<file path="config.mk">
export PLATFORM = sky130hd
export DESIGN_NAME = tdm_demux_1to4_flat
export DESIGN_NICKNAME = d
export VERILOG_FILES = /design/src/rtl/tdm_demux_if.sv /design/src/rtl/tdm_demux_1to4.sv /design/src/flat_wrapper.sv
export SDC_FILE = /design/constraint.sdc
export NUM_CORES = 1
export LEC_CHECK = 0
export ABC_AREA = 1
export CORE_MARGIN = 3
export CORE_UTILIZATION = 51
export CTS_CLUSTER_DIAMETER = 30
export DETAILED_ROUTE_END_ITERATION = 12
export PLACE_DENSITY = 0.79
export RECOVER_POWER = 100
export SLEW_MARGIN = 20
export SYNTH_ARGS = -nofsm -noshare
export SYNTH_HDL_FRONTEND = slang
export SYNTH_SLANG_ARGS = --single-unit
</file>
<file path="constraint.sdc">
create_clock -name clk -period 1.8 [get_ports clk]
set_input_delay 0.18 -clock clk [delete_from_list [all_inputs] [get_ports clk]]
set_output_delay 0.18 -clock clk [all_outputs]
set_load 0.03 [all_outputs]
</file>
<file path="src/rtl/tdm_demux_if.sv">
// tdm_demux_if
//   Bundles the serial TDM input beat and the parallel frame output of the
//   1-to-4 TDM demultiplexer.
//   Ports (signals):
//     in_data   [WIDTH]    slot payload
//     in_valid             beat qualifier (no backpressure)
//     in_sync              beat is slot 0 (start of frame)
//     out_data  [4*WIDTH]  last complete frame, lane k at [k*WIDTH +: WIDTH]
//     out_valid            one-cycle pulse, out_data just updated
//     locked               frame alignment held
//     sync_err             one-cycle pulse on a framing violation
//   Modports: master = stream source / frame sink, slave = demultiplexer.
interface tdm_demux_if #(
  parameter int WIDTH = 8
);
  logic [WIDTH-1:0]   in_data;
  logic               in_valid;
  logic               in_sync;
  logic [4*WIDTH-1:0] out_data;
  logic               out_valid;
  logic               locked;
  logic               sync_err;

  modport master (
    output in_data, in_valid, in_sync,
    input  out_data, out_valid, locked, sync_err
  );

  modport slave (
    input  in_data, in_valid, in_sync,
    output out_data, out_valid, locked, sync_err
  );
endinterface

</file>
<file path="src/rtl/tdm_demux_1to4.sv">
// tdm_demux_1to4
//   Receive-side TDM demultiplexer. Collects four WIDTH-bit slots per frame
//   (slot 0 flagged by in_sync) and publishes the whole frame as one
//   registered 4*WIDTH word with a single-cycle out_valid strobe.
//   Ports:
//     clk   clock, all state updates on the rising edge
//     rst   synchronous active-high reset
//     bus   tdm_demux_if slave modport (in_data/in_valid/in_sync in,
//           out_data/out_valid/locked/sync_err out)
module tdm_demux_1to4 #(
  parameter int WIDTH = 8
) (
  input  logic        clk,
  input  logic        rst,
  tdm_demux_if.slave  bus
);

  typedef enum logic {HUNT, LOCK} state_t;

  state_t             state_reg, state_next;
  logic [1:0]         slot_reg, slot_next;
  logic [4*WIDTH-1:0] out_data_reg, out_data_next;
  logic               out_valid_reg, out_valid_next;
  logic               sync_err_reg, sync_err_next;

  // Shadow lanes 0..2 hold the partial frame; lane 3 comes straight from the
  // closing beat so the output word is written in one shot.
  logic [2:0]         shadow_we;
  logic [WIDTH-1:0]   shadow0, shadow1, shadow2;

  genvar gi;
  generate
    for (gi = 0; gi < 3; gi++) begin : g_shadow
      logic [WIDTH-1:0] lane_reg;
      always_ff @(posedge clk) begin
        if (rst) begin
          lane_reg <= '0;
        end else if (shadow_we[gi]) begin
          lane_reg <= bus.in_data;
        end
      end
    end
  endgenerate

  assign shadow0 = g_shadow[0].lane_reg;
  assign shadow1 = g_shadow[1].lane_reg;
  assign shadow2 = g_shadow[2].lane_reg;

  always_ff @(posedge clk) begin
    if (rst) begin
      state_reg     <= HUNT;
      slot_reg      <= 2'd0;
      out_data_reg  <= '0;
      out_valid_reg <= 1'b0;
      sync_err_reg  <= 1'b0;
    end else begin
      state_reg     <= state_next;
      slot_reg      <= slot_next;
      out_data_reg  <= out_data_next;
      out_valid_reg <= out_valid_next;
      sync_err_reg  <= sync_err_next;
    end
  end

  always_comb begin
    state_next     = state_reg;
    slot_next      = slot_reg;
    out_data_next  = out_data_reg;
    out_valid_next = 1'b0;
    sync_err_next  = 1'b0;
    shadow_we      = 3'b000;

    if (bus.in_valid) begin
      case (state_reg)
        HUNT: begin
          // Non-sync beats while hunting are silently dropped.
          if (bus.in_sync) begin
            shadow_we[0] = 1'b1;
            slot_next    = 2'd1;
            state_next   = LOCK;
          end
        end
        LOCK: begin
          if (bus.in_sync && (slot_reg != 2'd0)) begin
            // Early sync: abandon the partial frame and restart on this beat.
            sync_err_next = 1'b1;
            shadow_we[0]  = 1'b1;
            slot_next     = 2'd1;
          end else if (!bus.in_sync && (slot_reg == 2'd0)) begin
            // Expected a frame start but got payload: alignment is lost.
            sync_err_next = 1'b1;
            state_next    = HUNT;
          end else if (bus.in_sync) begin
            shadow_we[0] = 1'b1;
            slot_next    = 2'd1;
          end else if (slot_reg == 2'd3) begin
            out_data_next  = {bus.in_data, shadow2, shadow1, shadow0};
            out_valid_next = 1'b1;
            slot_next      = 2'd0;
          end else begin
            if (slot_reg == 2'd1) begin
              shadow_we[1] = 1'b1;
            end else begin
              shadow_we[2] = 1'b1;
            end
            slot_next = slot_reg + 2'd1;
          end
        end
        default: begin
          state_next = HUNT;
        end
      endcase
    end
  end

  assign bus.out_data  = out_data_reg;
  assign bus.out_valid = out_valid_reg;
  assign bus.locked    = (state_reg == LOCK);
  assign bus.sync_err  = sync_err_reg;

endmodule

</file>
<file path="src/flat_wrapper.sv">
// flat-port wrapper written by rule: the top's interface ports become plain ports
module tdm_demux_1to4_flat 
#(
  parameter int WIDTH = 8
)
  (clk, rst, bus_in_data, bus_in_valid, bus_in_sync, bus_out_data, bus_out_valid, bus_locked, bus_sync_err);
  tdm_demux_if #(.WIDTH(WIDTH)) bus_i ();
  input  logic clk;
  input  logic rst;
  input wire logic [$bits(bus_i.in_data)-1:0] bus_in_data;
  input wire logic [$bits(bus_i.in_valid)-1:0] bus_in_valid;
  input wire logic [$bits(bus_i.in_sync)-1:0] bus_in_sync;
  output wire logic [$bits(bus_i.out_data)-1:0] bus_out_data;
  output wire logic [$bits(bus_i.out_valid)-1:0] bus_out_valid;
  output wire logic [$bits(bus_i.locked)-1:0] bus_locked;
  output wire logic [$bits(bus_i.sync_err)-1:0] bus_sync_err;
  assign bus_i.in_data = bus_in_data;
  assign bus_i.in_valid = bus_in_valid;
  assign bus_i.in_sync = bus_in_sync;
  assign bus_out_data = bus_i.out_data;
  assign bus_out_valid = bus_i.out_valid;
  assign bus_locked = bus_i.locked;
  assign bus_sync_err = bus_i.sync_err;
  tdm_demux_1to4 #(.WIDTH(WIDTH)) u_core (.clk(clk), .rst(rst), .bus(bus_i));
endmodule
</file>
==> impl_metrics.toml <==
[status]
status = "finished clean"

[die]
die_area_um2 = 5669
core_area_um2 = 4504
die_y_um = 75.29
pin_count = 47
num_rows = 24
initial_core_util = 0.5436
die_w_um = 75.29

[timing]
timing.fmax_mhz = 575.8
worst_slew_pin_slew_ps = 417.3
setup_violations = 0
hold_viol = 0
period_share = 0.9649
finalCriticalPeriod_ps = 1737
drv_slew = 0
fin_ws_ps = 63.16
relSlewSlack = 0.7215
finClkSkew_ps = 5.631

[detailed_routing]
vias_per_cell = 5.181
routed_wl_mm = 5.510
firstDrtPassIters = 5
num_vias = 2176
wl_per_cell_um = 13.12
drtAntennaViolNets = 0
drt_iter0_markers = 139
drcViolationCount = 0

[layout]
fin_nets = 383
antennaDiodeCount = 0
largest_register_ffs = 32
syn_to_final_growth_pct = 33.78
layout_common_cells = "61 x dfxtp_1, 58 x nand2_1, 42 x a21oi_1, 40 x nand3_1"
design_area_um2 = 3276
final_cells = 420
final_common_cell = "dfxtp_1"
layout-drive-gt1-share = 0.1277

[power_and_ir_drop]
combPwrFrac = 0.087
p_total_mw = 2.850
p_int_mw = 2.170
pwr-share-seq = 0.488
p_leak_nw = 1.408
cellPowerDensity_nw_per_um2 = 870.1
switching_share = 0.2385
clock_power_share = 0.426
switchingPower_mw = 0.6797
worst_ir_drop_vdd_uv = 504.9

[grt]
grt_pass1_vias = 2008
grt_pass1_wl_mm = 8.749
gr-total-overflow = 0
antenna_found_initial = 0
grt_max_degree = 36
grtUsageTotal = 0.2023

[critical_path]
end_kind = "flop"
worstSetupStartpointType = "flop"
critPathKind = "flop to flop"
path_common_cell = "ha_4"
r2r_slack_ps = 60
critPathMaxFanout = 18
arrival_ps = 1950
required_ps = 2010
slowest_stage = "dfxtp_1"
path_cells = "inv_2 -> ha_4 -> inv_1 -> ha_4 -> nand2_2 -> nor2_4 -> nand2_4 -> buf_12 -> nand2_1 -> a21oi_1"
cpPeakStageDelay_ps = 320

[clocking]
root_buffer = "clkbuf_8"
cts_tree = "done"
post_cts_buffers = 0
htreeDepth = 3
clk_latency_ps = 340
numCtsBuffers = 9
cts_sinks = 61
clock_path_buffers = 2
clk_pin_slew_ps = 60

[yosys]
ys_seq_area_frac = 0.4987
synth.area.mux_share = 0
syn_area_per_cell_um2 = 7.924
synth_fa_ha_area_frac = 0.03577
yosysWarnings = 0
synthDistinctLibCells = 22
synth_xor_xnor_area_share = 0
synth_top_family_by_area = "simple AND/OR/NAND/NOR gates"
synth-simple-area-share = 0.2989
synth-seq-cells = 61
syn-cell-area_um2 = 2449
syn_inst = 309
synth_compound_area_frac = 0.1022
synth_nets = 328

[min_path]
hp-class = "flop to flop"

[placed_design]
dp_cells = 403
gp_congestion = 0.8140
post-place-ws_ps = 62.88
io_buffers = 46
hpwl_mm = 3.635
placed_cell_area_um2 = 3007

[run]
cap_violations = 0
[power groups by stage]
stage | combinational, mW | clock, mW | sequential [mW]
after floorplan | 0.146 | 0 | 1.42
after global placement | 0.228 | 0 | 1.42
after detailed placement | 0.234 | 0 | 1.42
after CTS | 0.235 | 1.23 | 1.39
after global routing | 0.273 | 1.28 | 1.39
final | 0.247 | 1.21 | 1.39
[worst max-delay path, delay by kind of cell, from the launching register on]
kind	cells	cell delay (ps)
buffers and inverters	3	300
AOI/OAI and AO/OA	1	60
DFF	1	320
adders and majority gates	2	410
and+or+nand+nor	4	510
[per-stage QoR]
stage                     utilization  setup TNS (ps)  hold slack [ps]
after floorplan                     -               0            344.3
after global placement         0.6675               0            446.1
after detailed placement       0.6675               0            450.3
after CTS                      0.7117               0            450.8
after global routing           0.7272          -137.8            474.1
final                          0.7272               0            453.8
[synth_stat cells]
| library cell | number | share of area |
|---|---|---|
| nor3_1 | 2 | 0.0041 |
| nand2_4 | 2 | 0.0092 |
| o21ai_0 | 6 | 0.012 |
| buf_2 | 9 | 0.018 |
| buf_1 | 1 | 0.0015 |
| clkbuf_1 | 3 | 0.0046 |
| nand2_1 | 58 | 0.089 |
| inv_1 | 14 | 0.021 |
| nand4_1 | 8 | 0.020 |
| ha_1 | 7 | 0.036 |
| buf_4 | 4 | 0.012 |
| nand2_2 | 2 | 0.0051 |
| inv_2 | 4 | 0.0061 |
| nor2_8 | 1 | 0.0082 |
| a21oi_1 | 42 | 0.086 |
| dfxtp_1 | 61 | 0.50 |
| o21ai_1 | 2 | 0.0041 |
| or2_2 | 2 | 0.0051 |
| nor2_1 | 36 | 0.055 |
| nor2_4 | 4 | 0.018 |
| nand3_1 | 40 | 0.082 |
| nor2_2 | 1 | 0.0026 |
[path summary, 6_finish.rpt]
path,depth (start not counted),from,end
setup / recovery,10,u_core.slot_reg[1],u_core.bus.out_data[20]
hold / removal,2,u_core.bus.out_data[10],u_core.bus.out_data[10]
setup reg to reg,10,u_core.slot_reg[1],u_core.bus.out_data[20]
hold reg to reg,2,u_core.bus.out_data[10],u_core.bus.out_data[10]
[cell families after synthesis]
group / after synthesis
buffers and inverters: 35
AND/OR/NAND/NOR: 156
AO/OA/AOI/OAI: 50
adder cells (fa/ha/maj): 7
flip-flops: 61
[metal layers]
layer	part of all wire	up-vias	GRT usage	wire (µm)
met3	0.059	11	0.05805	325
li1	-	1121	-	-
met5	0	-	0	0
met2	0.48	68	0.3298	2627
met1	0.45	976	0.2539	2491
met4	0.012	0	0.07767	65
[area by class of cell]
cell class	count	area, µm²
Fill cell	358	1229
Sequential cell	61	1221
Multi-Input combinational cell	213	1095
Timing Repair Buffer	61	628.1
Clock buffer	11	151.4
Inverter	18	67.56
Tap cell	52	65.06
Clock inverter	4	47.55
[what timing repair did]
action                                  CTS  global route
endpoints found under the setup margin    0            15
hold buffers                              0             0
gates resized for setup                   0            12
(Power assumes the default switching activity.)
